$ cat src/rtl/sle_cfg_pkg.sv
// rtl/sle_cfg_pkg.sv - shared types and constants for the SLE configuration sequencer
package sle_cfg_pkg;

    typedef enum logic [1:0] {
        ST_IDLE   = 2'd0,
        ST_SHIFT  = 2'd1,
        ST_SETTLE = 2'd2
    } state_e;

    localparam int SETTLE_CW = 4;

endpackage

$ cat src/rtl/sle_cfg_shreg.sv
// rtl/sle_cfg_shreg.sv - parallel-load MSB-out shift register with bit counter
module sle_cfg_shreg #(
    parameter int W = 8
) (
    input  logic         Clk,
    input  logic         Rstn,
    input  logic         load_i,
    input  logic [W-1:0] data_i,
    input  logic         shift_i,
    output logic         msb_o,
    output logic         last_o
);

    localparam int CW = $clog2(W + 1);
    localparam logic [CW-1:0] LAST_CNT = CW'(W - 1);

    logic [W-1:0]  shreg_q, shreg_d;
    logic [CW-1:0] cnt_q, cnt_d;

    always_comb begin
        shreg_d = shreg_q;
        cnt_d   = cnt_q;
        if (load_i) begin
            shreg_d = data_i;
            cnt_d   = '0;
        end else if (shift_i) begin
            shreg_d = {shreg_q[W-2:0], 1'b0};
            cnt_d   = cnt_q + CW'(1);
        end
    end

    always_ff @(posedge Clk or negedge Rstn) begin
        if (!Rstn) begin
            shreg_q <= '0;
            cnt_q   <= '0;
        end else begin
            shreg_q <= shreg_d;
            cnt_q   <= cnt_d;
        end
    end

    assign msb_o = shreg_q[W-1];
    // High during the cycle whose closing edge performs the W-th shift.
    assign last_o = (cnt_q == LAST_CNT);

endmodule

$ cat src/rtl/sle_cfg_seq.sv
// rtl/sle_cfg_seq.sv - serial configuration sequencer driving a daisy-chained SLE bank
module sle_cfg_seq
    import sle_cfg_pkg::*;
#(
    parameter int W      = 8,
    parameter int SETTLE = 1
) (
    input  logic         Clk,
    input  logic         Rstn,
    input  logic         cfg_valid,
    input  logic [W-1:0] cfg_data,
    output logic         cfg_ready,
    input  logic         func_en,
    output logic         func_stall,
    output logic         chain_en,
    output logic         chain_sln,
    output logic         chain_sd,
    output logic         busy,
    output logic         done
);

    localparam logic [SETTLE_CW-1:0] SETTLE_LAST = SETTLE_CW'((SETTLE > 0) ? SETTLE - 1 : 0);

    state_e                 state_q, state_d;
    logic [SETTLE_CW-1:0]   settle_q, settle_d;
    logic                   done_q, done_d;
    logic                   load;
    logic                   shift;
    logic                   sh_msb;
    logic                   sh_last;

    sle_cfg_shreg #(
        .W (W)
    ) u_shreg (
        .Clk     (Clk),
        .Rstn    (Rstn),
        .load_i  (load),
        .data_i  (cfg_data),
        .shift_i (shift),
        .msb_o   (sh_msb),
        .last_o  (sh_last)
    );

    always_comb begin
        state_d  = state_q;
        settle_d = settle_q;
        done_d   = 1'b0;
        load     = 1'b0;
        shift    = 1'b0;
        case (state_q)
            ST_IDLE: begin
                if (cfg_valid) begin
                    load    = 1'b1;
                    state_d = ST_SHIFT;
                end
            end
            ST_SHIFT: begin
                shift = 1'b1;
                if (sh_last) begin
                    settle_d = '0;
                    if (SETTLE == 0) begin
                        state_d = ST_IDLE;
                        done_d  = 1'b1;
                    end else begin
                        state_d = ST_SETTLE;
                    end
                end
            end
            ST_SETTLE: begin
                if (settle_q == SETTLE_LAST) begin
                    state_d = ST_IDLE;
                    done_d  = 1'b1;
                end else begin
                    settle_d = settle_q + SETTLE_CW'(1);
                end
            end
            default: state_d = ST_IDLE;
        endcase
    end

    always_ff @(posedge Clk or negedge Rstn) begin
        if (!Rstn) begin
            state_q  <= ST_IDLE;
            settle_q <= '0;
            done_q   <= 1'b0;
        end else begin
            state_q  <= state_d;
            settle_q <= settle_d;
            done_q   <= done_d;
        end
    end

    // The bank sees func_en only while idle; the sequencer owns En otherwise.
    always_comb begin
        cfg_ready = (state_q == ST_IDLE);
        busy      = (state_q != ST_IDLE);
        chain_en  = func_en;
        chain_sln = 1'b1;
        chain_sd  = 1'b0;
        case (state_q)
            ST_SHIFT: begin
                chain_en  = 1'b1;
                chain_sln = 1'b0;
                chain_sd  = sh_msb;
            end
            ST_SETTLE: chain_en = 1'b0;
            default: ;
        endcase
        func_stall = func_en & busy;
    end

    assign done = done_q;

endmodule

$ cat config.mk
export PLATFORM = sky130hd
export DESIGN_NAME = sle_cfg_seq
export DESIGN_NICKNAME = d
export VERILOG_FILES = /design/src/rtl/sle_cfg_pkg.sv /design/src/rtl/sle_cfg_shreg.sv /design/src/rtl/sle_cfg_seq.sv
export SDC_FILE = /design/constraint.sdc
export NUM_CORES = 1
export LEC_CHECK = 0
export ABC_AREA = 1
export BUFFER_PORTS_ARGS = -buffer_cell sky130_fd_sc_hd__buf_2
export CAP_MARGIN = 10
export CORE_MARGIN = 2
export CORE_UTILIZATION = 58
export DETAILED_ROUTE_END_ITERATION = 16
export PLACE_DENSITY = 0.81
export RECOVER_POWER = 25
export SLEW_MARGIN = 15
export SYNTH_ARGS = -nofsm -noshare
export SYNTH_HDL_FRONTEND = slang
export SYNTH_HIERARCHICAL = 1
export SYNTH_SLANG_ARGS = --single-unit
$ cat constraint.sdc
create_clock -name Clk -period 3.04 [get_ports Clk]
set_input_delay 0.304 -clock Clk [delete_from_list [all_inputs] [get_ports Clk]]
set_output_delay 0.304 -clock Clk [all_outputs]
set_load 0.05 [all_outputs]
======== Yosys cells after proc, flatten, opt, wreduce, memory -nomap -nowiden ========
Index checks and enable logic that the tools add are counted.
storage, ports and cells
  bits in registers ....................... 19
  bits in latches ......................... 0
  bits in writable memories ............... 0
  memory bits (read-only) ................. 0
  bits of input ports ..................... 12
  output and inout port bits .............. 7
  word-level logic and storage cells ...... 41
  memories ................................ 0
cells by class
  add/subtract/negate cells ............... 2
  multiply operators ...................... 0
  div/mod/pow operators ................... 0
  $lt $le $gt $ge ......................... 0
  equality and inequality tests ........... 7
  shift-type cells ........................ 0
  mux-type cells .......................... 19
  bitwise operators ....................... 1
  reduce and logical (&&, ||, !) cells .... 7
operators with widths
  cell                 number
  $mux 4               4
  $mux 8               2
  $add 4x1->4 const B  2
  $ne 2x2->1 const B   4
  $pmux 4 s2           1
  $mux 1               7
  $mux 2               3
  $pmux 2 s3           1
  $reduce_and 3->1     2
  $reduce_bool 2->1    3
  $eq 4x3->1 const B   1
  $logic_not 4->1      1
  $eq 2x1->1 const B   1
  $eq 2x2->1 const B   1
  $logic_not 2->1      1
  $pmux 1 s2           1
  $and 1x1->1          1

======== Logic depth before layout (Yosys ltp) ========
Gate-level depths: netlist (run 1).
  word-level depth ........................ 4
  gate-level depth with buffers ........... 9
  depth with buffers taken out ............ 9

======== By module ========
The synthesis (run 1) kept the hierarchy.
by module, submodules not included
  module         times used  cells each  area an instance (µm²)  sequential area each (µm²)
  sle_cfg_shreg  1           63          570.5                   300.3
  sle_cfg_seq    1           61          478.0                   175.2

======== Worst setup path after synthesis (run 1) ========
No wires, ideal clock.
  path type ............................... reg-to-output
  start ................................... register state_q[0]
  end ..................................... output chain_en
  data arrival time ....................... 1833 ps
  required time ........................... 2736 ps
  slack ................................... 903 ps
  cell stages (with the launch flop) ...... 4
  path buffers ............................ 0
  cells stage by stage .................... dfrtp_1 inv_1 ha_1 o21ai_0
between the ends
  word-level cells in the longest chain between the ends .. 2
  elaborated cells on any way between the ends .. 3
  classes of those cells .................. eq/ne (2); mux (1)
ends and longest elaborated chain
  what                                      line                RTL
  start: declaration                        sle_cfg_seq.sv:24   state_e state_q, state_d;
  start signal: assignment                  sle_cfg_seq.sv:87   state_q <= state_d;
  $eq 2x2->1 or $eq 2x1->1 (tied branches)  sle_cfg_seq.sv:100  case (state_q)
  $pmux 1 s2 *                              sle_cfg_seq.sv:100
  end: declaration                          sle_cfg_seq.sv:15   output logic chain_en,
Every way passes the cells marked *; elsewhere a longest branch is shown, timed or not.

======== Final worst setup path (run 1) ========
  start ................................... register state_q[1]
  end ..................................... output chain_en
Same word-level chain as after synthesis.

==> results.rst, run 1 <==
.. list-table::
   :header-rows: 1

   * - Metric
     - Value
   * - Required time at the worst-slack endpoint
     - 2.74 ns
   * - Antenna violations before repair
     - 0
   * - Core Region
     - 0.001708 mm2
   * - Num ports
     - 19
   * - Die Y
     - ~47 um
   * - Final weighted congestion in routability-driven placement
     - around 0.74
   * - Nets in the synthesized netlist
     - ~140
   * - Clock H-tree levels
     - 1
   * - Clock network fraction of design power
     - between 10% and 20%
   * - Result of the run
     - completed
   * - Seq/Total Area, Yosys
     - 45.35%
   * - Average wire length per cell after detail routing
     - between 10 and 15 um
   * - Skew-Pair Late Insertion Delay
     - 0.28 ns
   * - Number of sinks handled by clock tree synthesis
     - 19
   * - Clock skew after layout
     - ~0.0021 ns
   * - Nets
     - between 150 and 200
   * - Floorplan die width
     - about 47 um
   * - Fin util
     - 70.11%
   * - Unrepaired setup endpoints after global routing
     - no
   * - Leading cell types in the layout, fill and taps excluded
     - 39 x sky130_fd_sc_hd__nand2_1, 19 x sky130_fd_sc_hd__dfrtp_1, 17 x sky130_fd_sc_hd__buf_2
   * - Cell area after synthesis
     - about 0.0010 mm2
   * - Power, Total
     - 1097 uW
   * - Maximum fanout count along the critical path
     - 7
   * - Combinational fraction of design power
     - a little over half
   * - Worst Setup End Kind
     - output port
   * - Global-route wire length before repair
     - slightly above 3 mm
   * - Total negative setup slack
     - 0 ns
   * - Number of standard cells after synthesis
     - between 100 and 150
   * - Number of buffers created by CTS
     - 3
   * - Iteration-0 DRC Markers
     - 20
   * - Remaining Overflow, GRT
     - 0
   * - Highest ir drop seen on vdd
     - a little over 0.6 mV
   * - Crit Reg-Reg Startpoint
     - state_q[0]$_DFFE_PN0P_
   * - Final setup violation count
     - 0
   * - Filler Cells Inserted
     - 140
   * - Detailed-route via count
     - ~850
   * - Max Cap Viol
     - 0
   * - Post-Route WL
     - ~1.8 mm
   * - Die Footprint
     - roughly 0.0022 mm2
   * - Share of power burned in registers
     - between 30% and 40%
   * - Worst Max-Slew Pin Slew
     - between 1 and 1.5 ns
   * - Total of cells resized after clock tree synthesis
     - 0
   * - Cell type with the highest aggregate area in the netlist
     - sky130_fd_sc_hd__dfrtp_1
   * - Critical path class
     - register to output port
   * - Global-route total usage across every layer
     - roughly a fifth
   * - Portion of the clock cycle consumed by the worst path in the final layout
     - between 60% and 70%
   * - YS warnings
     - 6
   * - Path depth of the worst reg2reg path
     - 9
   * - Unique cell type count in the Yosys netlist
     - 23
   * - Clock slew at the register clock pins of the worst setup and hold paths
     - 0.10 ns
   * - Post-DP HPWL
     - about 1.4 mm
   * - Fin crit period
     - roughly 1.9 ns
   * - Worst Hold Path EP
     - u_shreg/shreg_q[0]$_DFFE_PN0P_
   * - Static leakage power
     - between 0.0006 and 0.0007 uW
   * - CTS Root Cell
     - sky130_fd_sc_hd__clkbuf_4
   * - Switching pwr
     - 542.4 uW
   * - Switching fraction of total power
     - 49.43%
   * - Antenna viol nets, final
     - 0
   * - Fmax
     - 525.2 MHz
   * - Maximum number of pins on one net before global-route repair
     - 20
   * - HP Class
     - input port to register
   * - Placed insts
     - 166
   * - Data arrival time at the worst-slack endpoint
     - ~1.6 ns
   * - Placement Rows
     - 15
   * - Final routed DRC violation total
     - 0
   * - Cell depth of the worst min-delay path
     - 3
   * - Area growth from synthesis to layout
     - 14.20%
   * - Longest Clk Path Bufs
     - 2
   * - Hold Path Origin
     - cfg_data[0]
   * - Final Max Slew Viols
     - 0
   * - Area post-placement
     - between 0.001 and 0.0015 mm2
   * - Type of element launching the critical path
     - register
   * - Number of standard cells in the layout, taps in and fillers out
     - roughly 170
   * - Internal Power
     - approximately 550 uW
   * - ANT cells
     - 0
   * - Effective utilization at floorplan
     - 61.39%
   * - Average vias per placed instance
     - 4.965
   * - #FFs+latches synth
     - 19
   * - Share of layout cells above drive strength 1
     - 24.66%
   * - Number of iterations in the first detailed-routing pass
     - 4
   * - TritonCTS clock tree
     - done
   * - Max-slew headroom
     - a little under a third
   * - Biggest area contributors in the synthesized netlist
     - sky130_fd_sc_hd__dfrtp_1 45%, sky130_fd_sc_hd__nand2_1 14%, sky130_fd_sc_hd__ha_1 8.4%, sky130_fd_sc_hd__inv_1 5.4%, sky130_fd_sc_hd__nor2_4 4.3%
   * - Most frequent standard cell in the layout excluding fill and tap cells
     - sky130_fd_sc_hd__nand2_1
   * - Reg2Reg Capture Point
     - u_shreg/cnt_q[3]$_DFFE_PN0P_
   * - Vias in the first global route
     - 765
   * - Final hold viol count
     - 0
   * - Final Cell Area
     - 0.001197 mm2
   * - Fraction of post-synthesis cell area in the top cell type by area
     - 45.35%
   * - Number of I/O port buffers
     - 18
   * - Slack of the worst reg-to-reg path
     - 1.30 ns
   * - Areal power density over the cells
     - around 900 mW/mm2
   * - Avg Inst Size Synth
     - roughly 8.5 um2
-- layout make-up --
| type | instances | area (um2) | area share, % |
|---|---|---|---|
| multi-input cells | 86 | 498.0 | 41.59 |
| flip-flops and latches | 19 | 475.5 | 39.71 |
| repair buffers | 19 | 98.84 | 8.255 |
| inverters | 18 | 67.56 | 5.643 |
| well taps | 25 | 31.28 | 2.612 |
| clock buffers | 4 | 26.28 | 2.194 |
-- per-layer routing --
layer  global-route usage [%]  share of wire [%]
met4                    11.43               0.98
met5                        0                  0
met2                    35.83                 53
met3                    2.745                2.7
met1                    23.44                 44
-- logic make-up (layout without fill, tap and decap cells) --
logic type / Yosys count / in the layout / synth area share (%)
AND/OR/NAND/NOR: 66 / 66 / 30.67
flip-flops: 19 / 19 / 45.35
buffers and inverters: 19 / 41 / 7.160
AO/OA/AOI/OAI: 12 / 12 / 7.637
adder cells (fa/ha/maj): 7 / 7 / 8.353
XOR/XNOR: 1 / 1 / 0.8355
-- cells in the mapped netlist --
library cell               instances
sky130_fd_sc_hd__o21ai_1           4
sky130_fd_sc_hd__dfrtp_1          19
sky130_fd_sc_hd__nand3_2           2
sky130_fd_sc_hd__nor2_1            4
sky130_fd_sc_hd__inv_2             3
sky130_fd_sc_hd__inv_1            15
sky130_fd_sc_hd__nor2_4            4
sky130_fd_sc_hd__a22oi_1           2
sky130_fd_sc_hd__nor2_2            3
sky130_fd_sc_hd__xnor2_1           1
sky130_fd_sc_hd__nand3_1           8
sky130_fd_sc_hd__nand4_1           2
sky130_fd_sc_hd__a21oi_2           1
sky130_fd_sc_hd__o21ai_0           1
sky130_fd_sc_hd__a22o_1            1
sky130_fd_sc_hd__a21oi_1           2
sky130_fd_sc_hd__ha_1              7
sky130_fd_sc_hd__or2_1             1
sky130_fd_sc_hd__nand2_1          39
sky130_fd_sc_hd__o211ai_2          1
sky130_fd_sc_hd__nor3_1            1
sky130_fd_sc_hd__buf_4             1
sky130_fd_sc_hd__nand2_2           2
-- how the worst max path moves through the flow --
stage | endpoint | slack [ns] | depth (start not counted) | from
3_3_place_gp | u_shreg/cnt_q[3]$_DFFE_PN0P_ | 1.40 | 9 | state_q[0]$_DFFE_PN0P_
5_1_grt | chain_en | 0.99 | 5 | state_q[1]$_DFFE_PN0P_
2_1_floorplan | chain_en | 0.90 | 3 | state_q[0]$_DFFE_PN0P_
6_report | chain_en | 1.14 | 5 | state_q[1]$_DFFE_PN0P_
4_1_cts | chain_en | 1.12 | 5 | state_q[1]$_DFFE_PN0P_
3_5_place_dp | u_shreg/cnt_q[3]$_DFFE_PN0P_ | 1.31 | 9 | state_q[1]$_DFFE_PN0P_
-- power groups by stage --
stage	registers [uW]	logic, uW	clock network, uW
after floorplan	392	472	0
after detailed placement	387	597	0
after global placement	383	580	0
after CTS	381	601	127
after global routing	391	656	137
final	382	594	121
-- stage by stage --
step	worst slack, ns	hold slack [ns]
floorplan	0.9027	0.008409
global placement	1.399	0.2577
detailed placement	1.310	0.2651
CTS	1.125	0.2114
global route	0.9914	0.2026
finish	1.136	0.2164
-- state kept, by name, indices dropped and copies added, names as in the netlist --
| register | count |
|---|---|
| done | 1 |
| u_shreg/cnt_q | 4 |
| u_shreg/shreg_q | 8 |
| state_q | 2 |
| settle_q | 4 |
-- repair_timing --
item                      in CTS  in global routing
hold buffers                   1                  0
buffers inserted               0                  0
hold endpoints to repair      19                  0
-- critical path, stage by stage, from the launching register on --
cell                      delay (ns)
sky130_fd_sc_hd__dfrtp_1        0.41
sky130_fd_sc_hd__inv_1          0.11
sky130_fd_sc_hd__ha_1           0.37
sky130_fd_sc_hd__nand2_1        0.08
sky130_fd_sc_hd__o21ai_0        0.07
sky130_fd_sc_hd__buf_2          0.28
No activity file was read; power rests on OpenSTA's default activity.
==> run 2, diff against run 1 <==
--- a/config.mk
+++ b/config.mk
@@ -5,13 +5,13 @@
 export SDC_FILE = /design/constraint.sdc
 export NUM_CORES = 1
 export LEC_CHECK = 0
-export ABC_AREA = 1
+export ABC_AREA = 0
 export BUFFER_PORTS_ARGS = -buffer_cell sky130_fd_sc_hd__buf_2
 export CAP_MARGIN = 10
 export CORE_MARGIN = 2
-export CORE_UTILIZATION = 58
+export CORE_UTILIZATION = 54
 export DETAILED_ROUTE_END_ITERATION = 16
-export PLACE_DENSITY = 0.81
+export PLACE_DENSITY = 0.76
 export RECOVER_POWER = 25
 export SLEW_MARGIN = 15
 export SYNTH_ARGS = -nofsm -noshare
==> constraint.sdc (replaced) <==
create_clock -name Clk -period 1.97 [get_ports Clk]
set_input_delay 0.197 -clock Clk [delete_from_list [all_inputs] [get_ports Clk]]
set_output_delay 0.197 -clock Clk [all_outputs]
set_load 0.05 [all_outputs]
==> results.rst, run 2 <==
.. list-table::
   :header-rows: 1

   * - Metric
     - Value
   * - Post-Synth XOR/XNOR Area
     - 0.8264% (-0.0089 points)
   * - Largest stage delay on the critical path
     - 0.41 ns (about the same)
   * - Leading cell types in the layout, fill and taps excluded
     - 19 x sky130_fd_sc_hd__dfrtp_1, 17 x sky130_fd_sc_hd__buf_2, 14 x sky130_fd_sc_hd__nand2_1
   * - Global-route total usage across every layer
     - 17.29% (-3.1 points)
   * - Async S/R FF share, synth
     - 100.0% (unchanged)
   * - Worst Hold Path EP
     - u_shreg/shreg_q[6]$_DFFE_PN0P_
   * - Type of element launching the critical path
     - register
   * - Placement Rows
     - 16 (+1)
   * - Fin crit period
     - 1.849 ns
   * - Number of I/O port buffers
     - 18 (unchanged)
   * - Largest family of logic cells by synthesized area
     - simple AND/OR/NAND/NOR gates
   * - Remaining Overflow, GRT
     - 0 (unchanged)
   * - Synthesized-area fraction occupied by adder cells
     - 8.264% (-0.089 points)
   * - Static leakage power
     - 0.0005800 uW (-9.1%)
   * - Reg2Reg Capture Point
     - state_q[1]$_DFFE_PN0P_
   * - Floorplan die width
     - 48.30 um (+3.8%)
   * - Number of standard cells after synthesis
     - 104 (-16%)
   * - Core Region
     - 0.001902 mm2 (+11%)
   * - Seq/Total Area, Yosys
     - 44.86% (-0.48 points)
   * - Hold Path Origin
     - cfg_data[6]
   * - Crit-path slowest cell
     - sky130_fd_sc_hd__dfrtp_1
   * - Critical path class
     - register to output port
   * - Switching fraction of total power
     - 46.01% (-3.4 points)
   * - Nets in the synthesized netlist
     - 123 (-14%)
   * - Cell area after synthesis
     - 0.001060 mm2 (+1.1%)
   * - Worst hold-check slack
     - 0.09955 ns (-0.1168 ns)
   * - Data arrival time at the worst-slack endpoint
     - 1.65 ns (+0.05 ns)
   * - Longest Clk Path Bufs
     - 2 (unchanged)
   * - Largest registers
     - u_shreg/shreg_q x8, settle_q x4, u_shreg/cnt_q x4
   * - Maximum number of pins on one net before global-route repair
     - 20 (unchanged)
   * - Internal Power
     - 948.9 uW (+71%)
   * - Result of the run
     - completed
   * - Final Max Slew Viols
     - 0 (unchanged)
   * - Avg Inst Size Synth
     - 10.19 um2 (+21%)
   * - Detailed-route via count
     - 742 (-13%)
   * - Number of iterations in the first detailed-routing pass
     - 3 (-1)
   * - Total area of sequential cells
     - 475.5 um2 (unchanged)
   * - Clock H-tree levels
     - 1 (unchanged)
   * - Num ports
     - 19 (unchanged)
   * - Antenna violations before repair
     - 0 (unchanged)
   * - Max Cap Viol
     - 0 (unchanged)
   * - YS warnings
     - 6 (unchanged)
   * - Number of sinks handled by clock tree synthesis
     - 19 (unchanged)
   * - Average vias per placed instance
     - 4.850 (-2.3%)
   * - Average wire length per cell after detail routing
     - 11.60 um (+7.7%)
   * - Count leader, synth
     - sky130_fd_sc_hd__dfrtp_1
   * - Cell chain of the critical path
     - inv_1 -> ha_1 -> buf_6 -> mux2_2 -> buf_2
   * - Fmax
     - roughly 540 MHz
   * - Post-route setup slack
     - 0.1212 ns (-1.015 ns)
   * - Worst Setup End Kind
     - output port
   * - Highest ir drop seen on vdd
     - 0.9008 mV (+49%)
   * - Portion of the clock cycle consumed by the worst path in the final layout
     - a little over nine tenths
   * - Area taken by multi-input logic gates
     - 536.8 um2 (+7.8%)
   * - Most instantiated flip-flop cell in the synthesis netlist
     - sky130_fd_sc_hd__dfrtp_1
   * - Required time at the worst-slack endpoint
     - 1.77 ns (-0.97 ns)
   * - Clock slew at the register clock pins of the worst setup and hold paths
     - 0.11 ns (about the same)
   * - Areal power density over the cells
     - 1445 mW/mm2 (+58%)
   * - Path depth of the worst reg2reg path
     - 6 (-3)
   * - Nets
     - 146 (-12%)
   * - Unrepaired setup endpoints after global routing
     - no
   * - Clock skew after layout
     - 0.004504 ns (+0.002361 ns)
   * - Buffers inserted during post-CTS setup optimization
     - 0 (unchanged)
   * - Filler Cells Inserted
     - 171 (+22%)
   * - Share of power burned in registers
     - 34.3% (-0.5 points)
   * - Setup WS pre-CTS
     - 0.2392 ns (-1.070 ns)
   * - Die Footprint
     - 0.002333 mm2 (+7.8%)
   * - Cell depth of the worst min-delay path
     - 3 (unchanged)
   * - Flip-flop count of the largest register after layout
     - 8 (unchanged)
   * - Share of layout cells above drive strength 1
     - 25.40% (+0.74 points)
   * - Total buffers and inverters traversed by the critical path
     - 3 (+1)
   * - Antenna viol nets, final
     - 0 (unchanged)
   * - Cell type with the highest aggregate area in the netlist
     - sky130_fd_sc_hd__dfrtp_1
   * - Top Family by Delay on Critical Path
     - buffers and inverters
   * - HP Class
     - input port to register
   * - Vias in the first global route
     - 741 (-3.1%)
   * - CTS Root Cell
     - sky130_fd_sc_hd__clkbuf_4
   * - Worst Max-Slew Pin Slew
     - 1.044 ns (+0.01840 ns)
   * - Count of flip-flops with a built-in enable after synthesis
     - 0 (unchanged)
   * - Combinational fraction of design power
     - 54.6% (+0.4 points)
   * - #FFs+latches synth
     - 19 (unchanged)
   * - Final routed DRC violation total
     - 0 (unchanged)
   * - Post-Route WL
     - 1.775 mm (-3.6%)
   * - Slack of the worst reg-to-reg path
     - 0.24 ns (-1.06 ns)
   * - Unique cell type count in the Yosys netlist
     - 31 (+35%)
   * - Total negative setup slack
     - 0 ns (unchanged)
   * - TritonCTS clock tree
     - done
   * - Die Y
     - 48.30 um (+3.8%)
   * - Post-Synth Simple-Gate Area
     - 17.59% (-13 points)
   * - Cell types with the highest counts after synthesis
     - 19 x sky130_fd_sc_hd__dfrtp_1, 14 x sky130_fd_sc_hd__nand2_1, 8 x sky130_fd_sc_hd__mux2i_1, 8 x sky130_fd_sc_hd__o21ai_0
   * - Most frequent standard cell in the layout excluding fill and tap cells
     - sky130_fd_sc_hd__dfrtp_1
   * - Post-DP HPWL
     - 1.369 mm (-5.4%)
   * - Skew-Pair Late Insertion Delay
     - 0.29 ns (about the same)
   * - ANT cells
     - 0 (unchanged)
   * - Max-slew headroom
     - 30.43% (-1.2 points)
   * - Final weighted congestion in routability-driven placement
     - 0.7455 (+0.24%)
   * - Clock network fraction of design power
     - 11.2% (about the same)
   * - Global-route wire length before repair
     - 3.139 mm (+1.6%)
   * - Fraction of post-synthesis cell area in the top cell type by area
     - 44.86% (-0.48 points)
   * - Switching pwr
     - 808.5 uW (+49%)
   * - Final setup violation count
     - 0 (unchanged)
   * - Effective utilization at floorplan
     - 55.72% (-5.7 points)
   * - Biggest area contributors in the synthesized netlist
     - sky130_fd_sc_hd__dfrtp_1 45%, sky130_fd_sc_hd__ha_1 8.3%, sky130_fd_sc_hd__mux2i_1 7.6%, sky130_fd_sc_hd__nand2_1 5.0%, sky130_fd_sc_hd__o21ai_0 3.8%
   * - Crit Reg-Reg Startpoint
     - settle_q[0]$_DFFE_PN0P_
   * - Area fraction in compound gates after synthesis
     - 11.57% (+3.9 points)
   * - Number of buffers created by CTS
     - 3 (unchanged)
   * - Maximum fanout count along the critical path
     - 18 (+11)
   * - Area growth from synthesis to layout
     - 14.76%
   * - Mux cell area share after synthesis
     - 12.16% (+12 points)
   * - Top reg by flops
     - u_shreg/shreg_q
   * - Final hold viol count
     - 0 (unchanged)
   * - Iteration-0 DRC Markers
     - 11 (-45%)
==> run 2: area by class of cell <==
class / count / share of cell area (%)
flip-flops and latches: 19 / 39.09
clock buffers: 4 / 2.160
inverters: 7 / 2.160
multi-input cells: 75 / 44.14
repair buffers: 21 / 9.671
well taps: 27 / 2.778
==> run 2: layer usage <==
metal	part of all wire [%]	track usage [%]	wire, um
met2	53	32.41	941
met5	0	0	0
met1	45	21.22	797
met3	2.1	1.852	37
met4	0	4.286	0
==> run 2: stage by stage <==
| stage | utilization [%] | instance area [um2] | power, uW | std cells |
|---|---|---|---|---|
| global route | 63.95 | 1216 | 1885 | 153 |
| floorplan | - | 1062 | 1386 | 104 |
| detailed placement | 61.91 | 1177 | 1566 | 148 |
| global placement | 61.91 | 1177 | 1530 | 148 |
| CTS | 63.82 | 1214 | 1761 | 153 |
| finish | 63.95 | 1216 | 1757 | 153 |
==> run 2: timing repair <==
action                     4_1_cts  5_1_grt
setup endpoints to repair        0        1
hold buffers                     1        0
hold endpoints to repair        19        0
gates resized for setup          0        1
==> run 2: cell families after synthesis <==
group                    Yosys count
AND/OR/NAND/NOR                   34
AO/OA/AOI/OAI                     21
flip-flops                        19
multiplexers                      12
buffers and inverters             10
adder cells (fa/ha/maj)            7
XOR/XNOR                           1
==> run 2: worst reg2reg max path, delay by kind of cell (launching register included) <==
kind                     cells  cell delay [ns]
AND/OR/NAND/NOR              2             0.52
AO/OA/AOI/OAI                1             0.10
adder cells (fa/ha/maj)      1             0.15
buffers and inverters        1             0.08
multiplexers                 1             0.32
flip-flops                   1             0.45
==> run 2: power groups by stage <==
| stage | Combinational (uW) | Clock (uW) | Sequential, uW |
|---|---|---|---|
| 6_report | 959 | 196 | 602 |
| 5_1_grt | 1050 | 211 | 620 |
| 4_1_cts | 959 | 199 | 603 |
| 3_5_place_dp | 956 | 0 | 610 |
| 3_3_place_gp | 928 | 0 | 602 |
| 2_1_floorplan | 768 | 0 | 618 |
==> run 2: worst max path at each step <==
stage / to / from / depth (start not counted)
final: chain_en / state_q[1]$_DFFE_PN0P_ / 5
after global routing: chain_en / state_q[1]$_DFFE_PN0P_ / 5
after CTS: chain_en / state_q[1]$_DFFE_PN0P_ / 5
after detailed placement: state_q[1]$_DFFE_PN0P_ / settle_q[0]$_DFFE_PN0P_ / 6
after global placement: state_q[1]$_DFFE_PN0P_ / settle_q[0]$_DFFE_PN0P_ / 6
after floorplan: state_q[1]$_DFFE_PN0P_ / state_q[0]$_DFFE_PN0P_ / 5
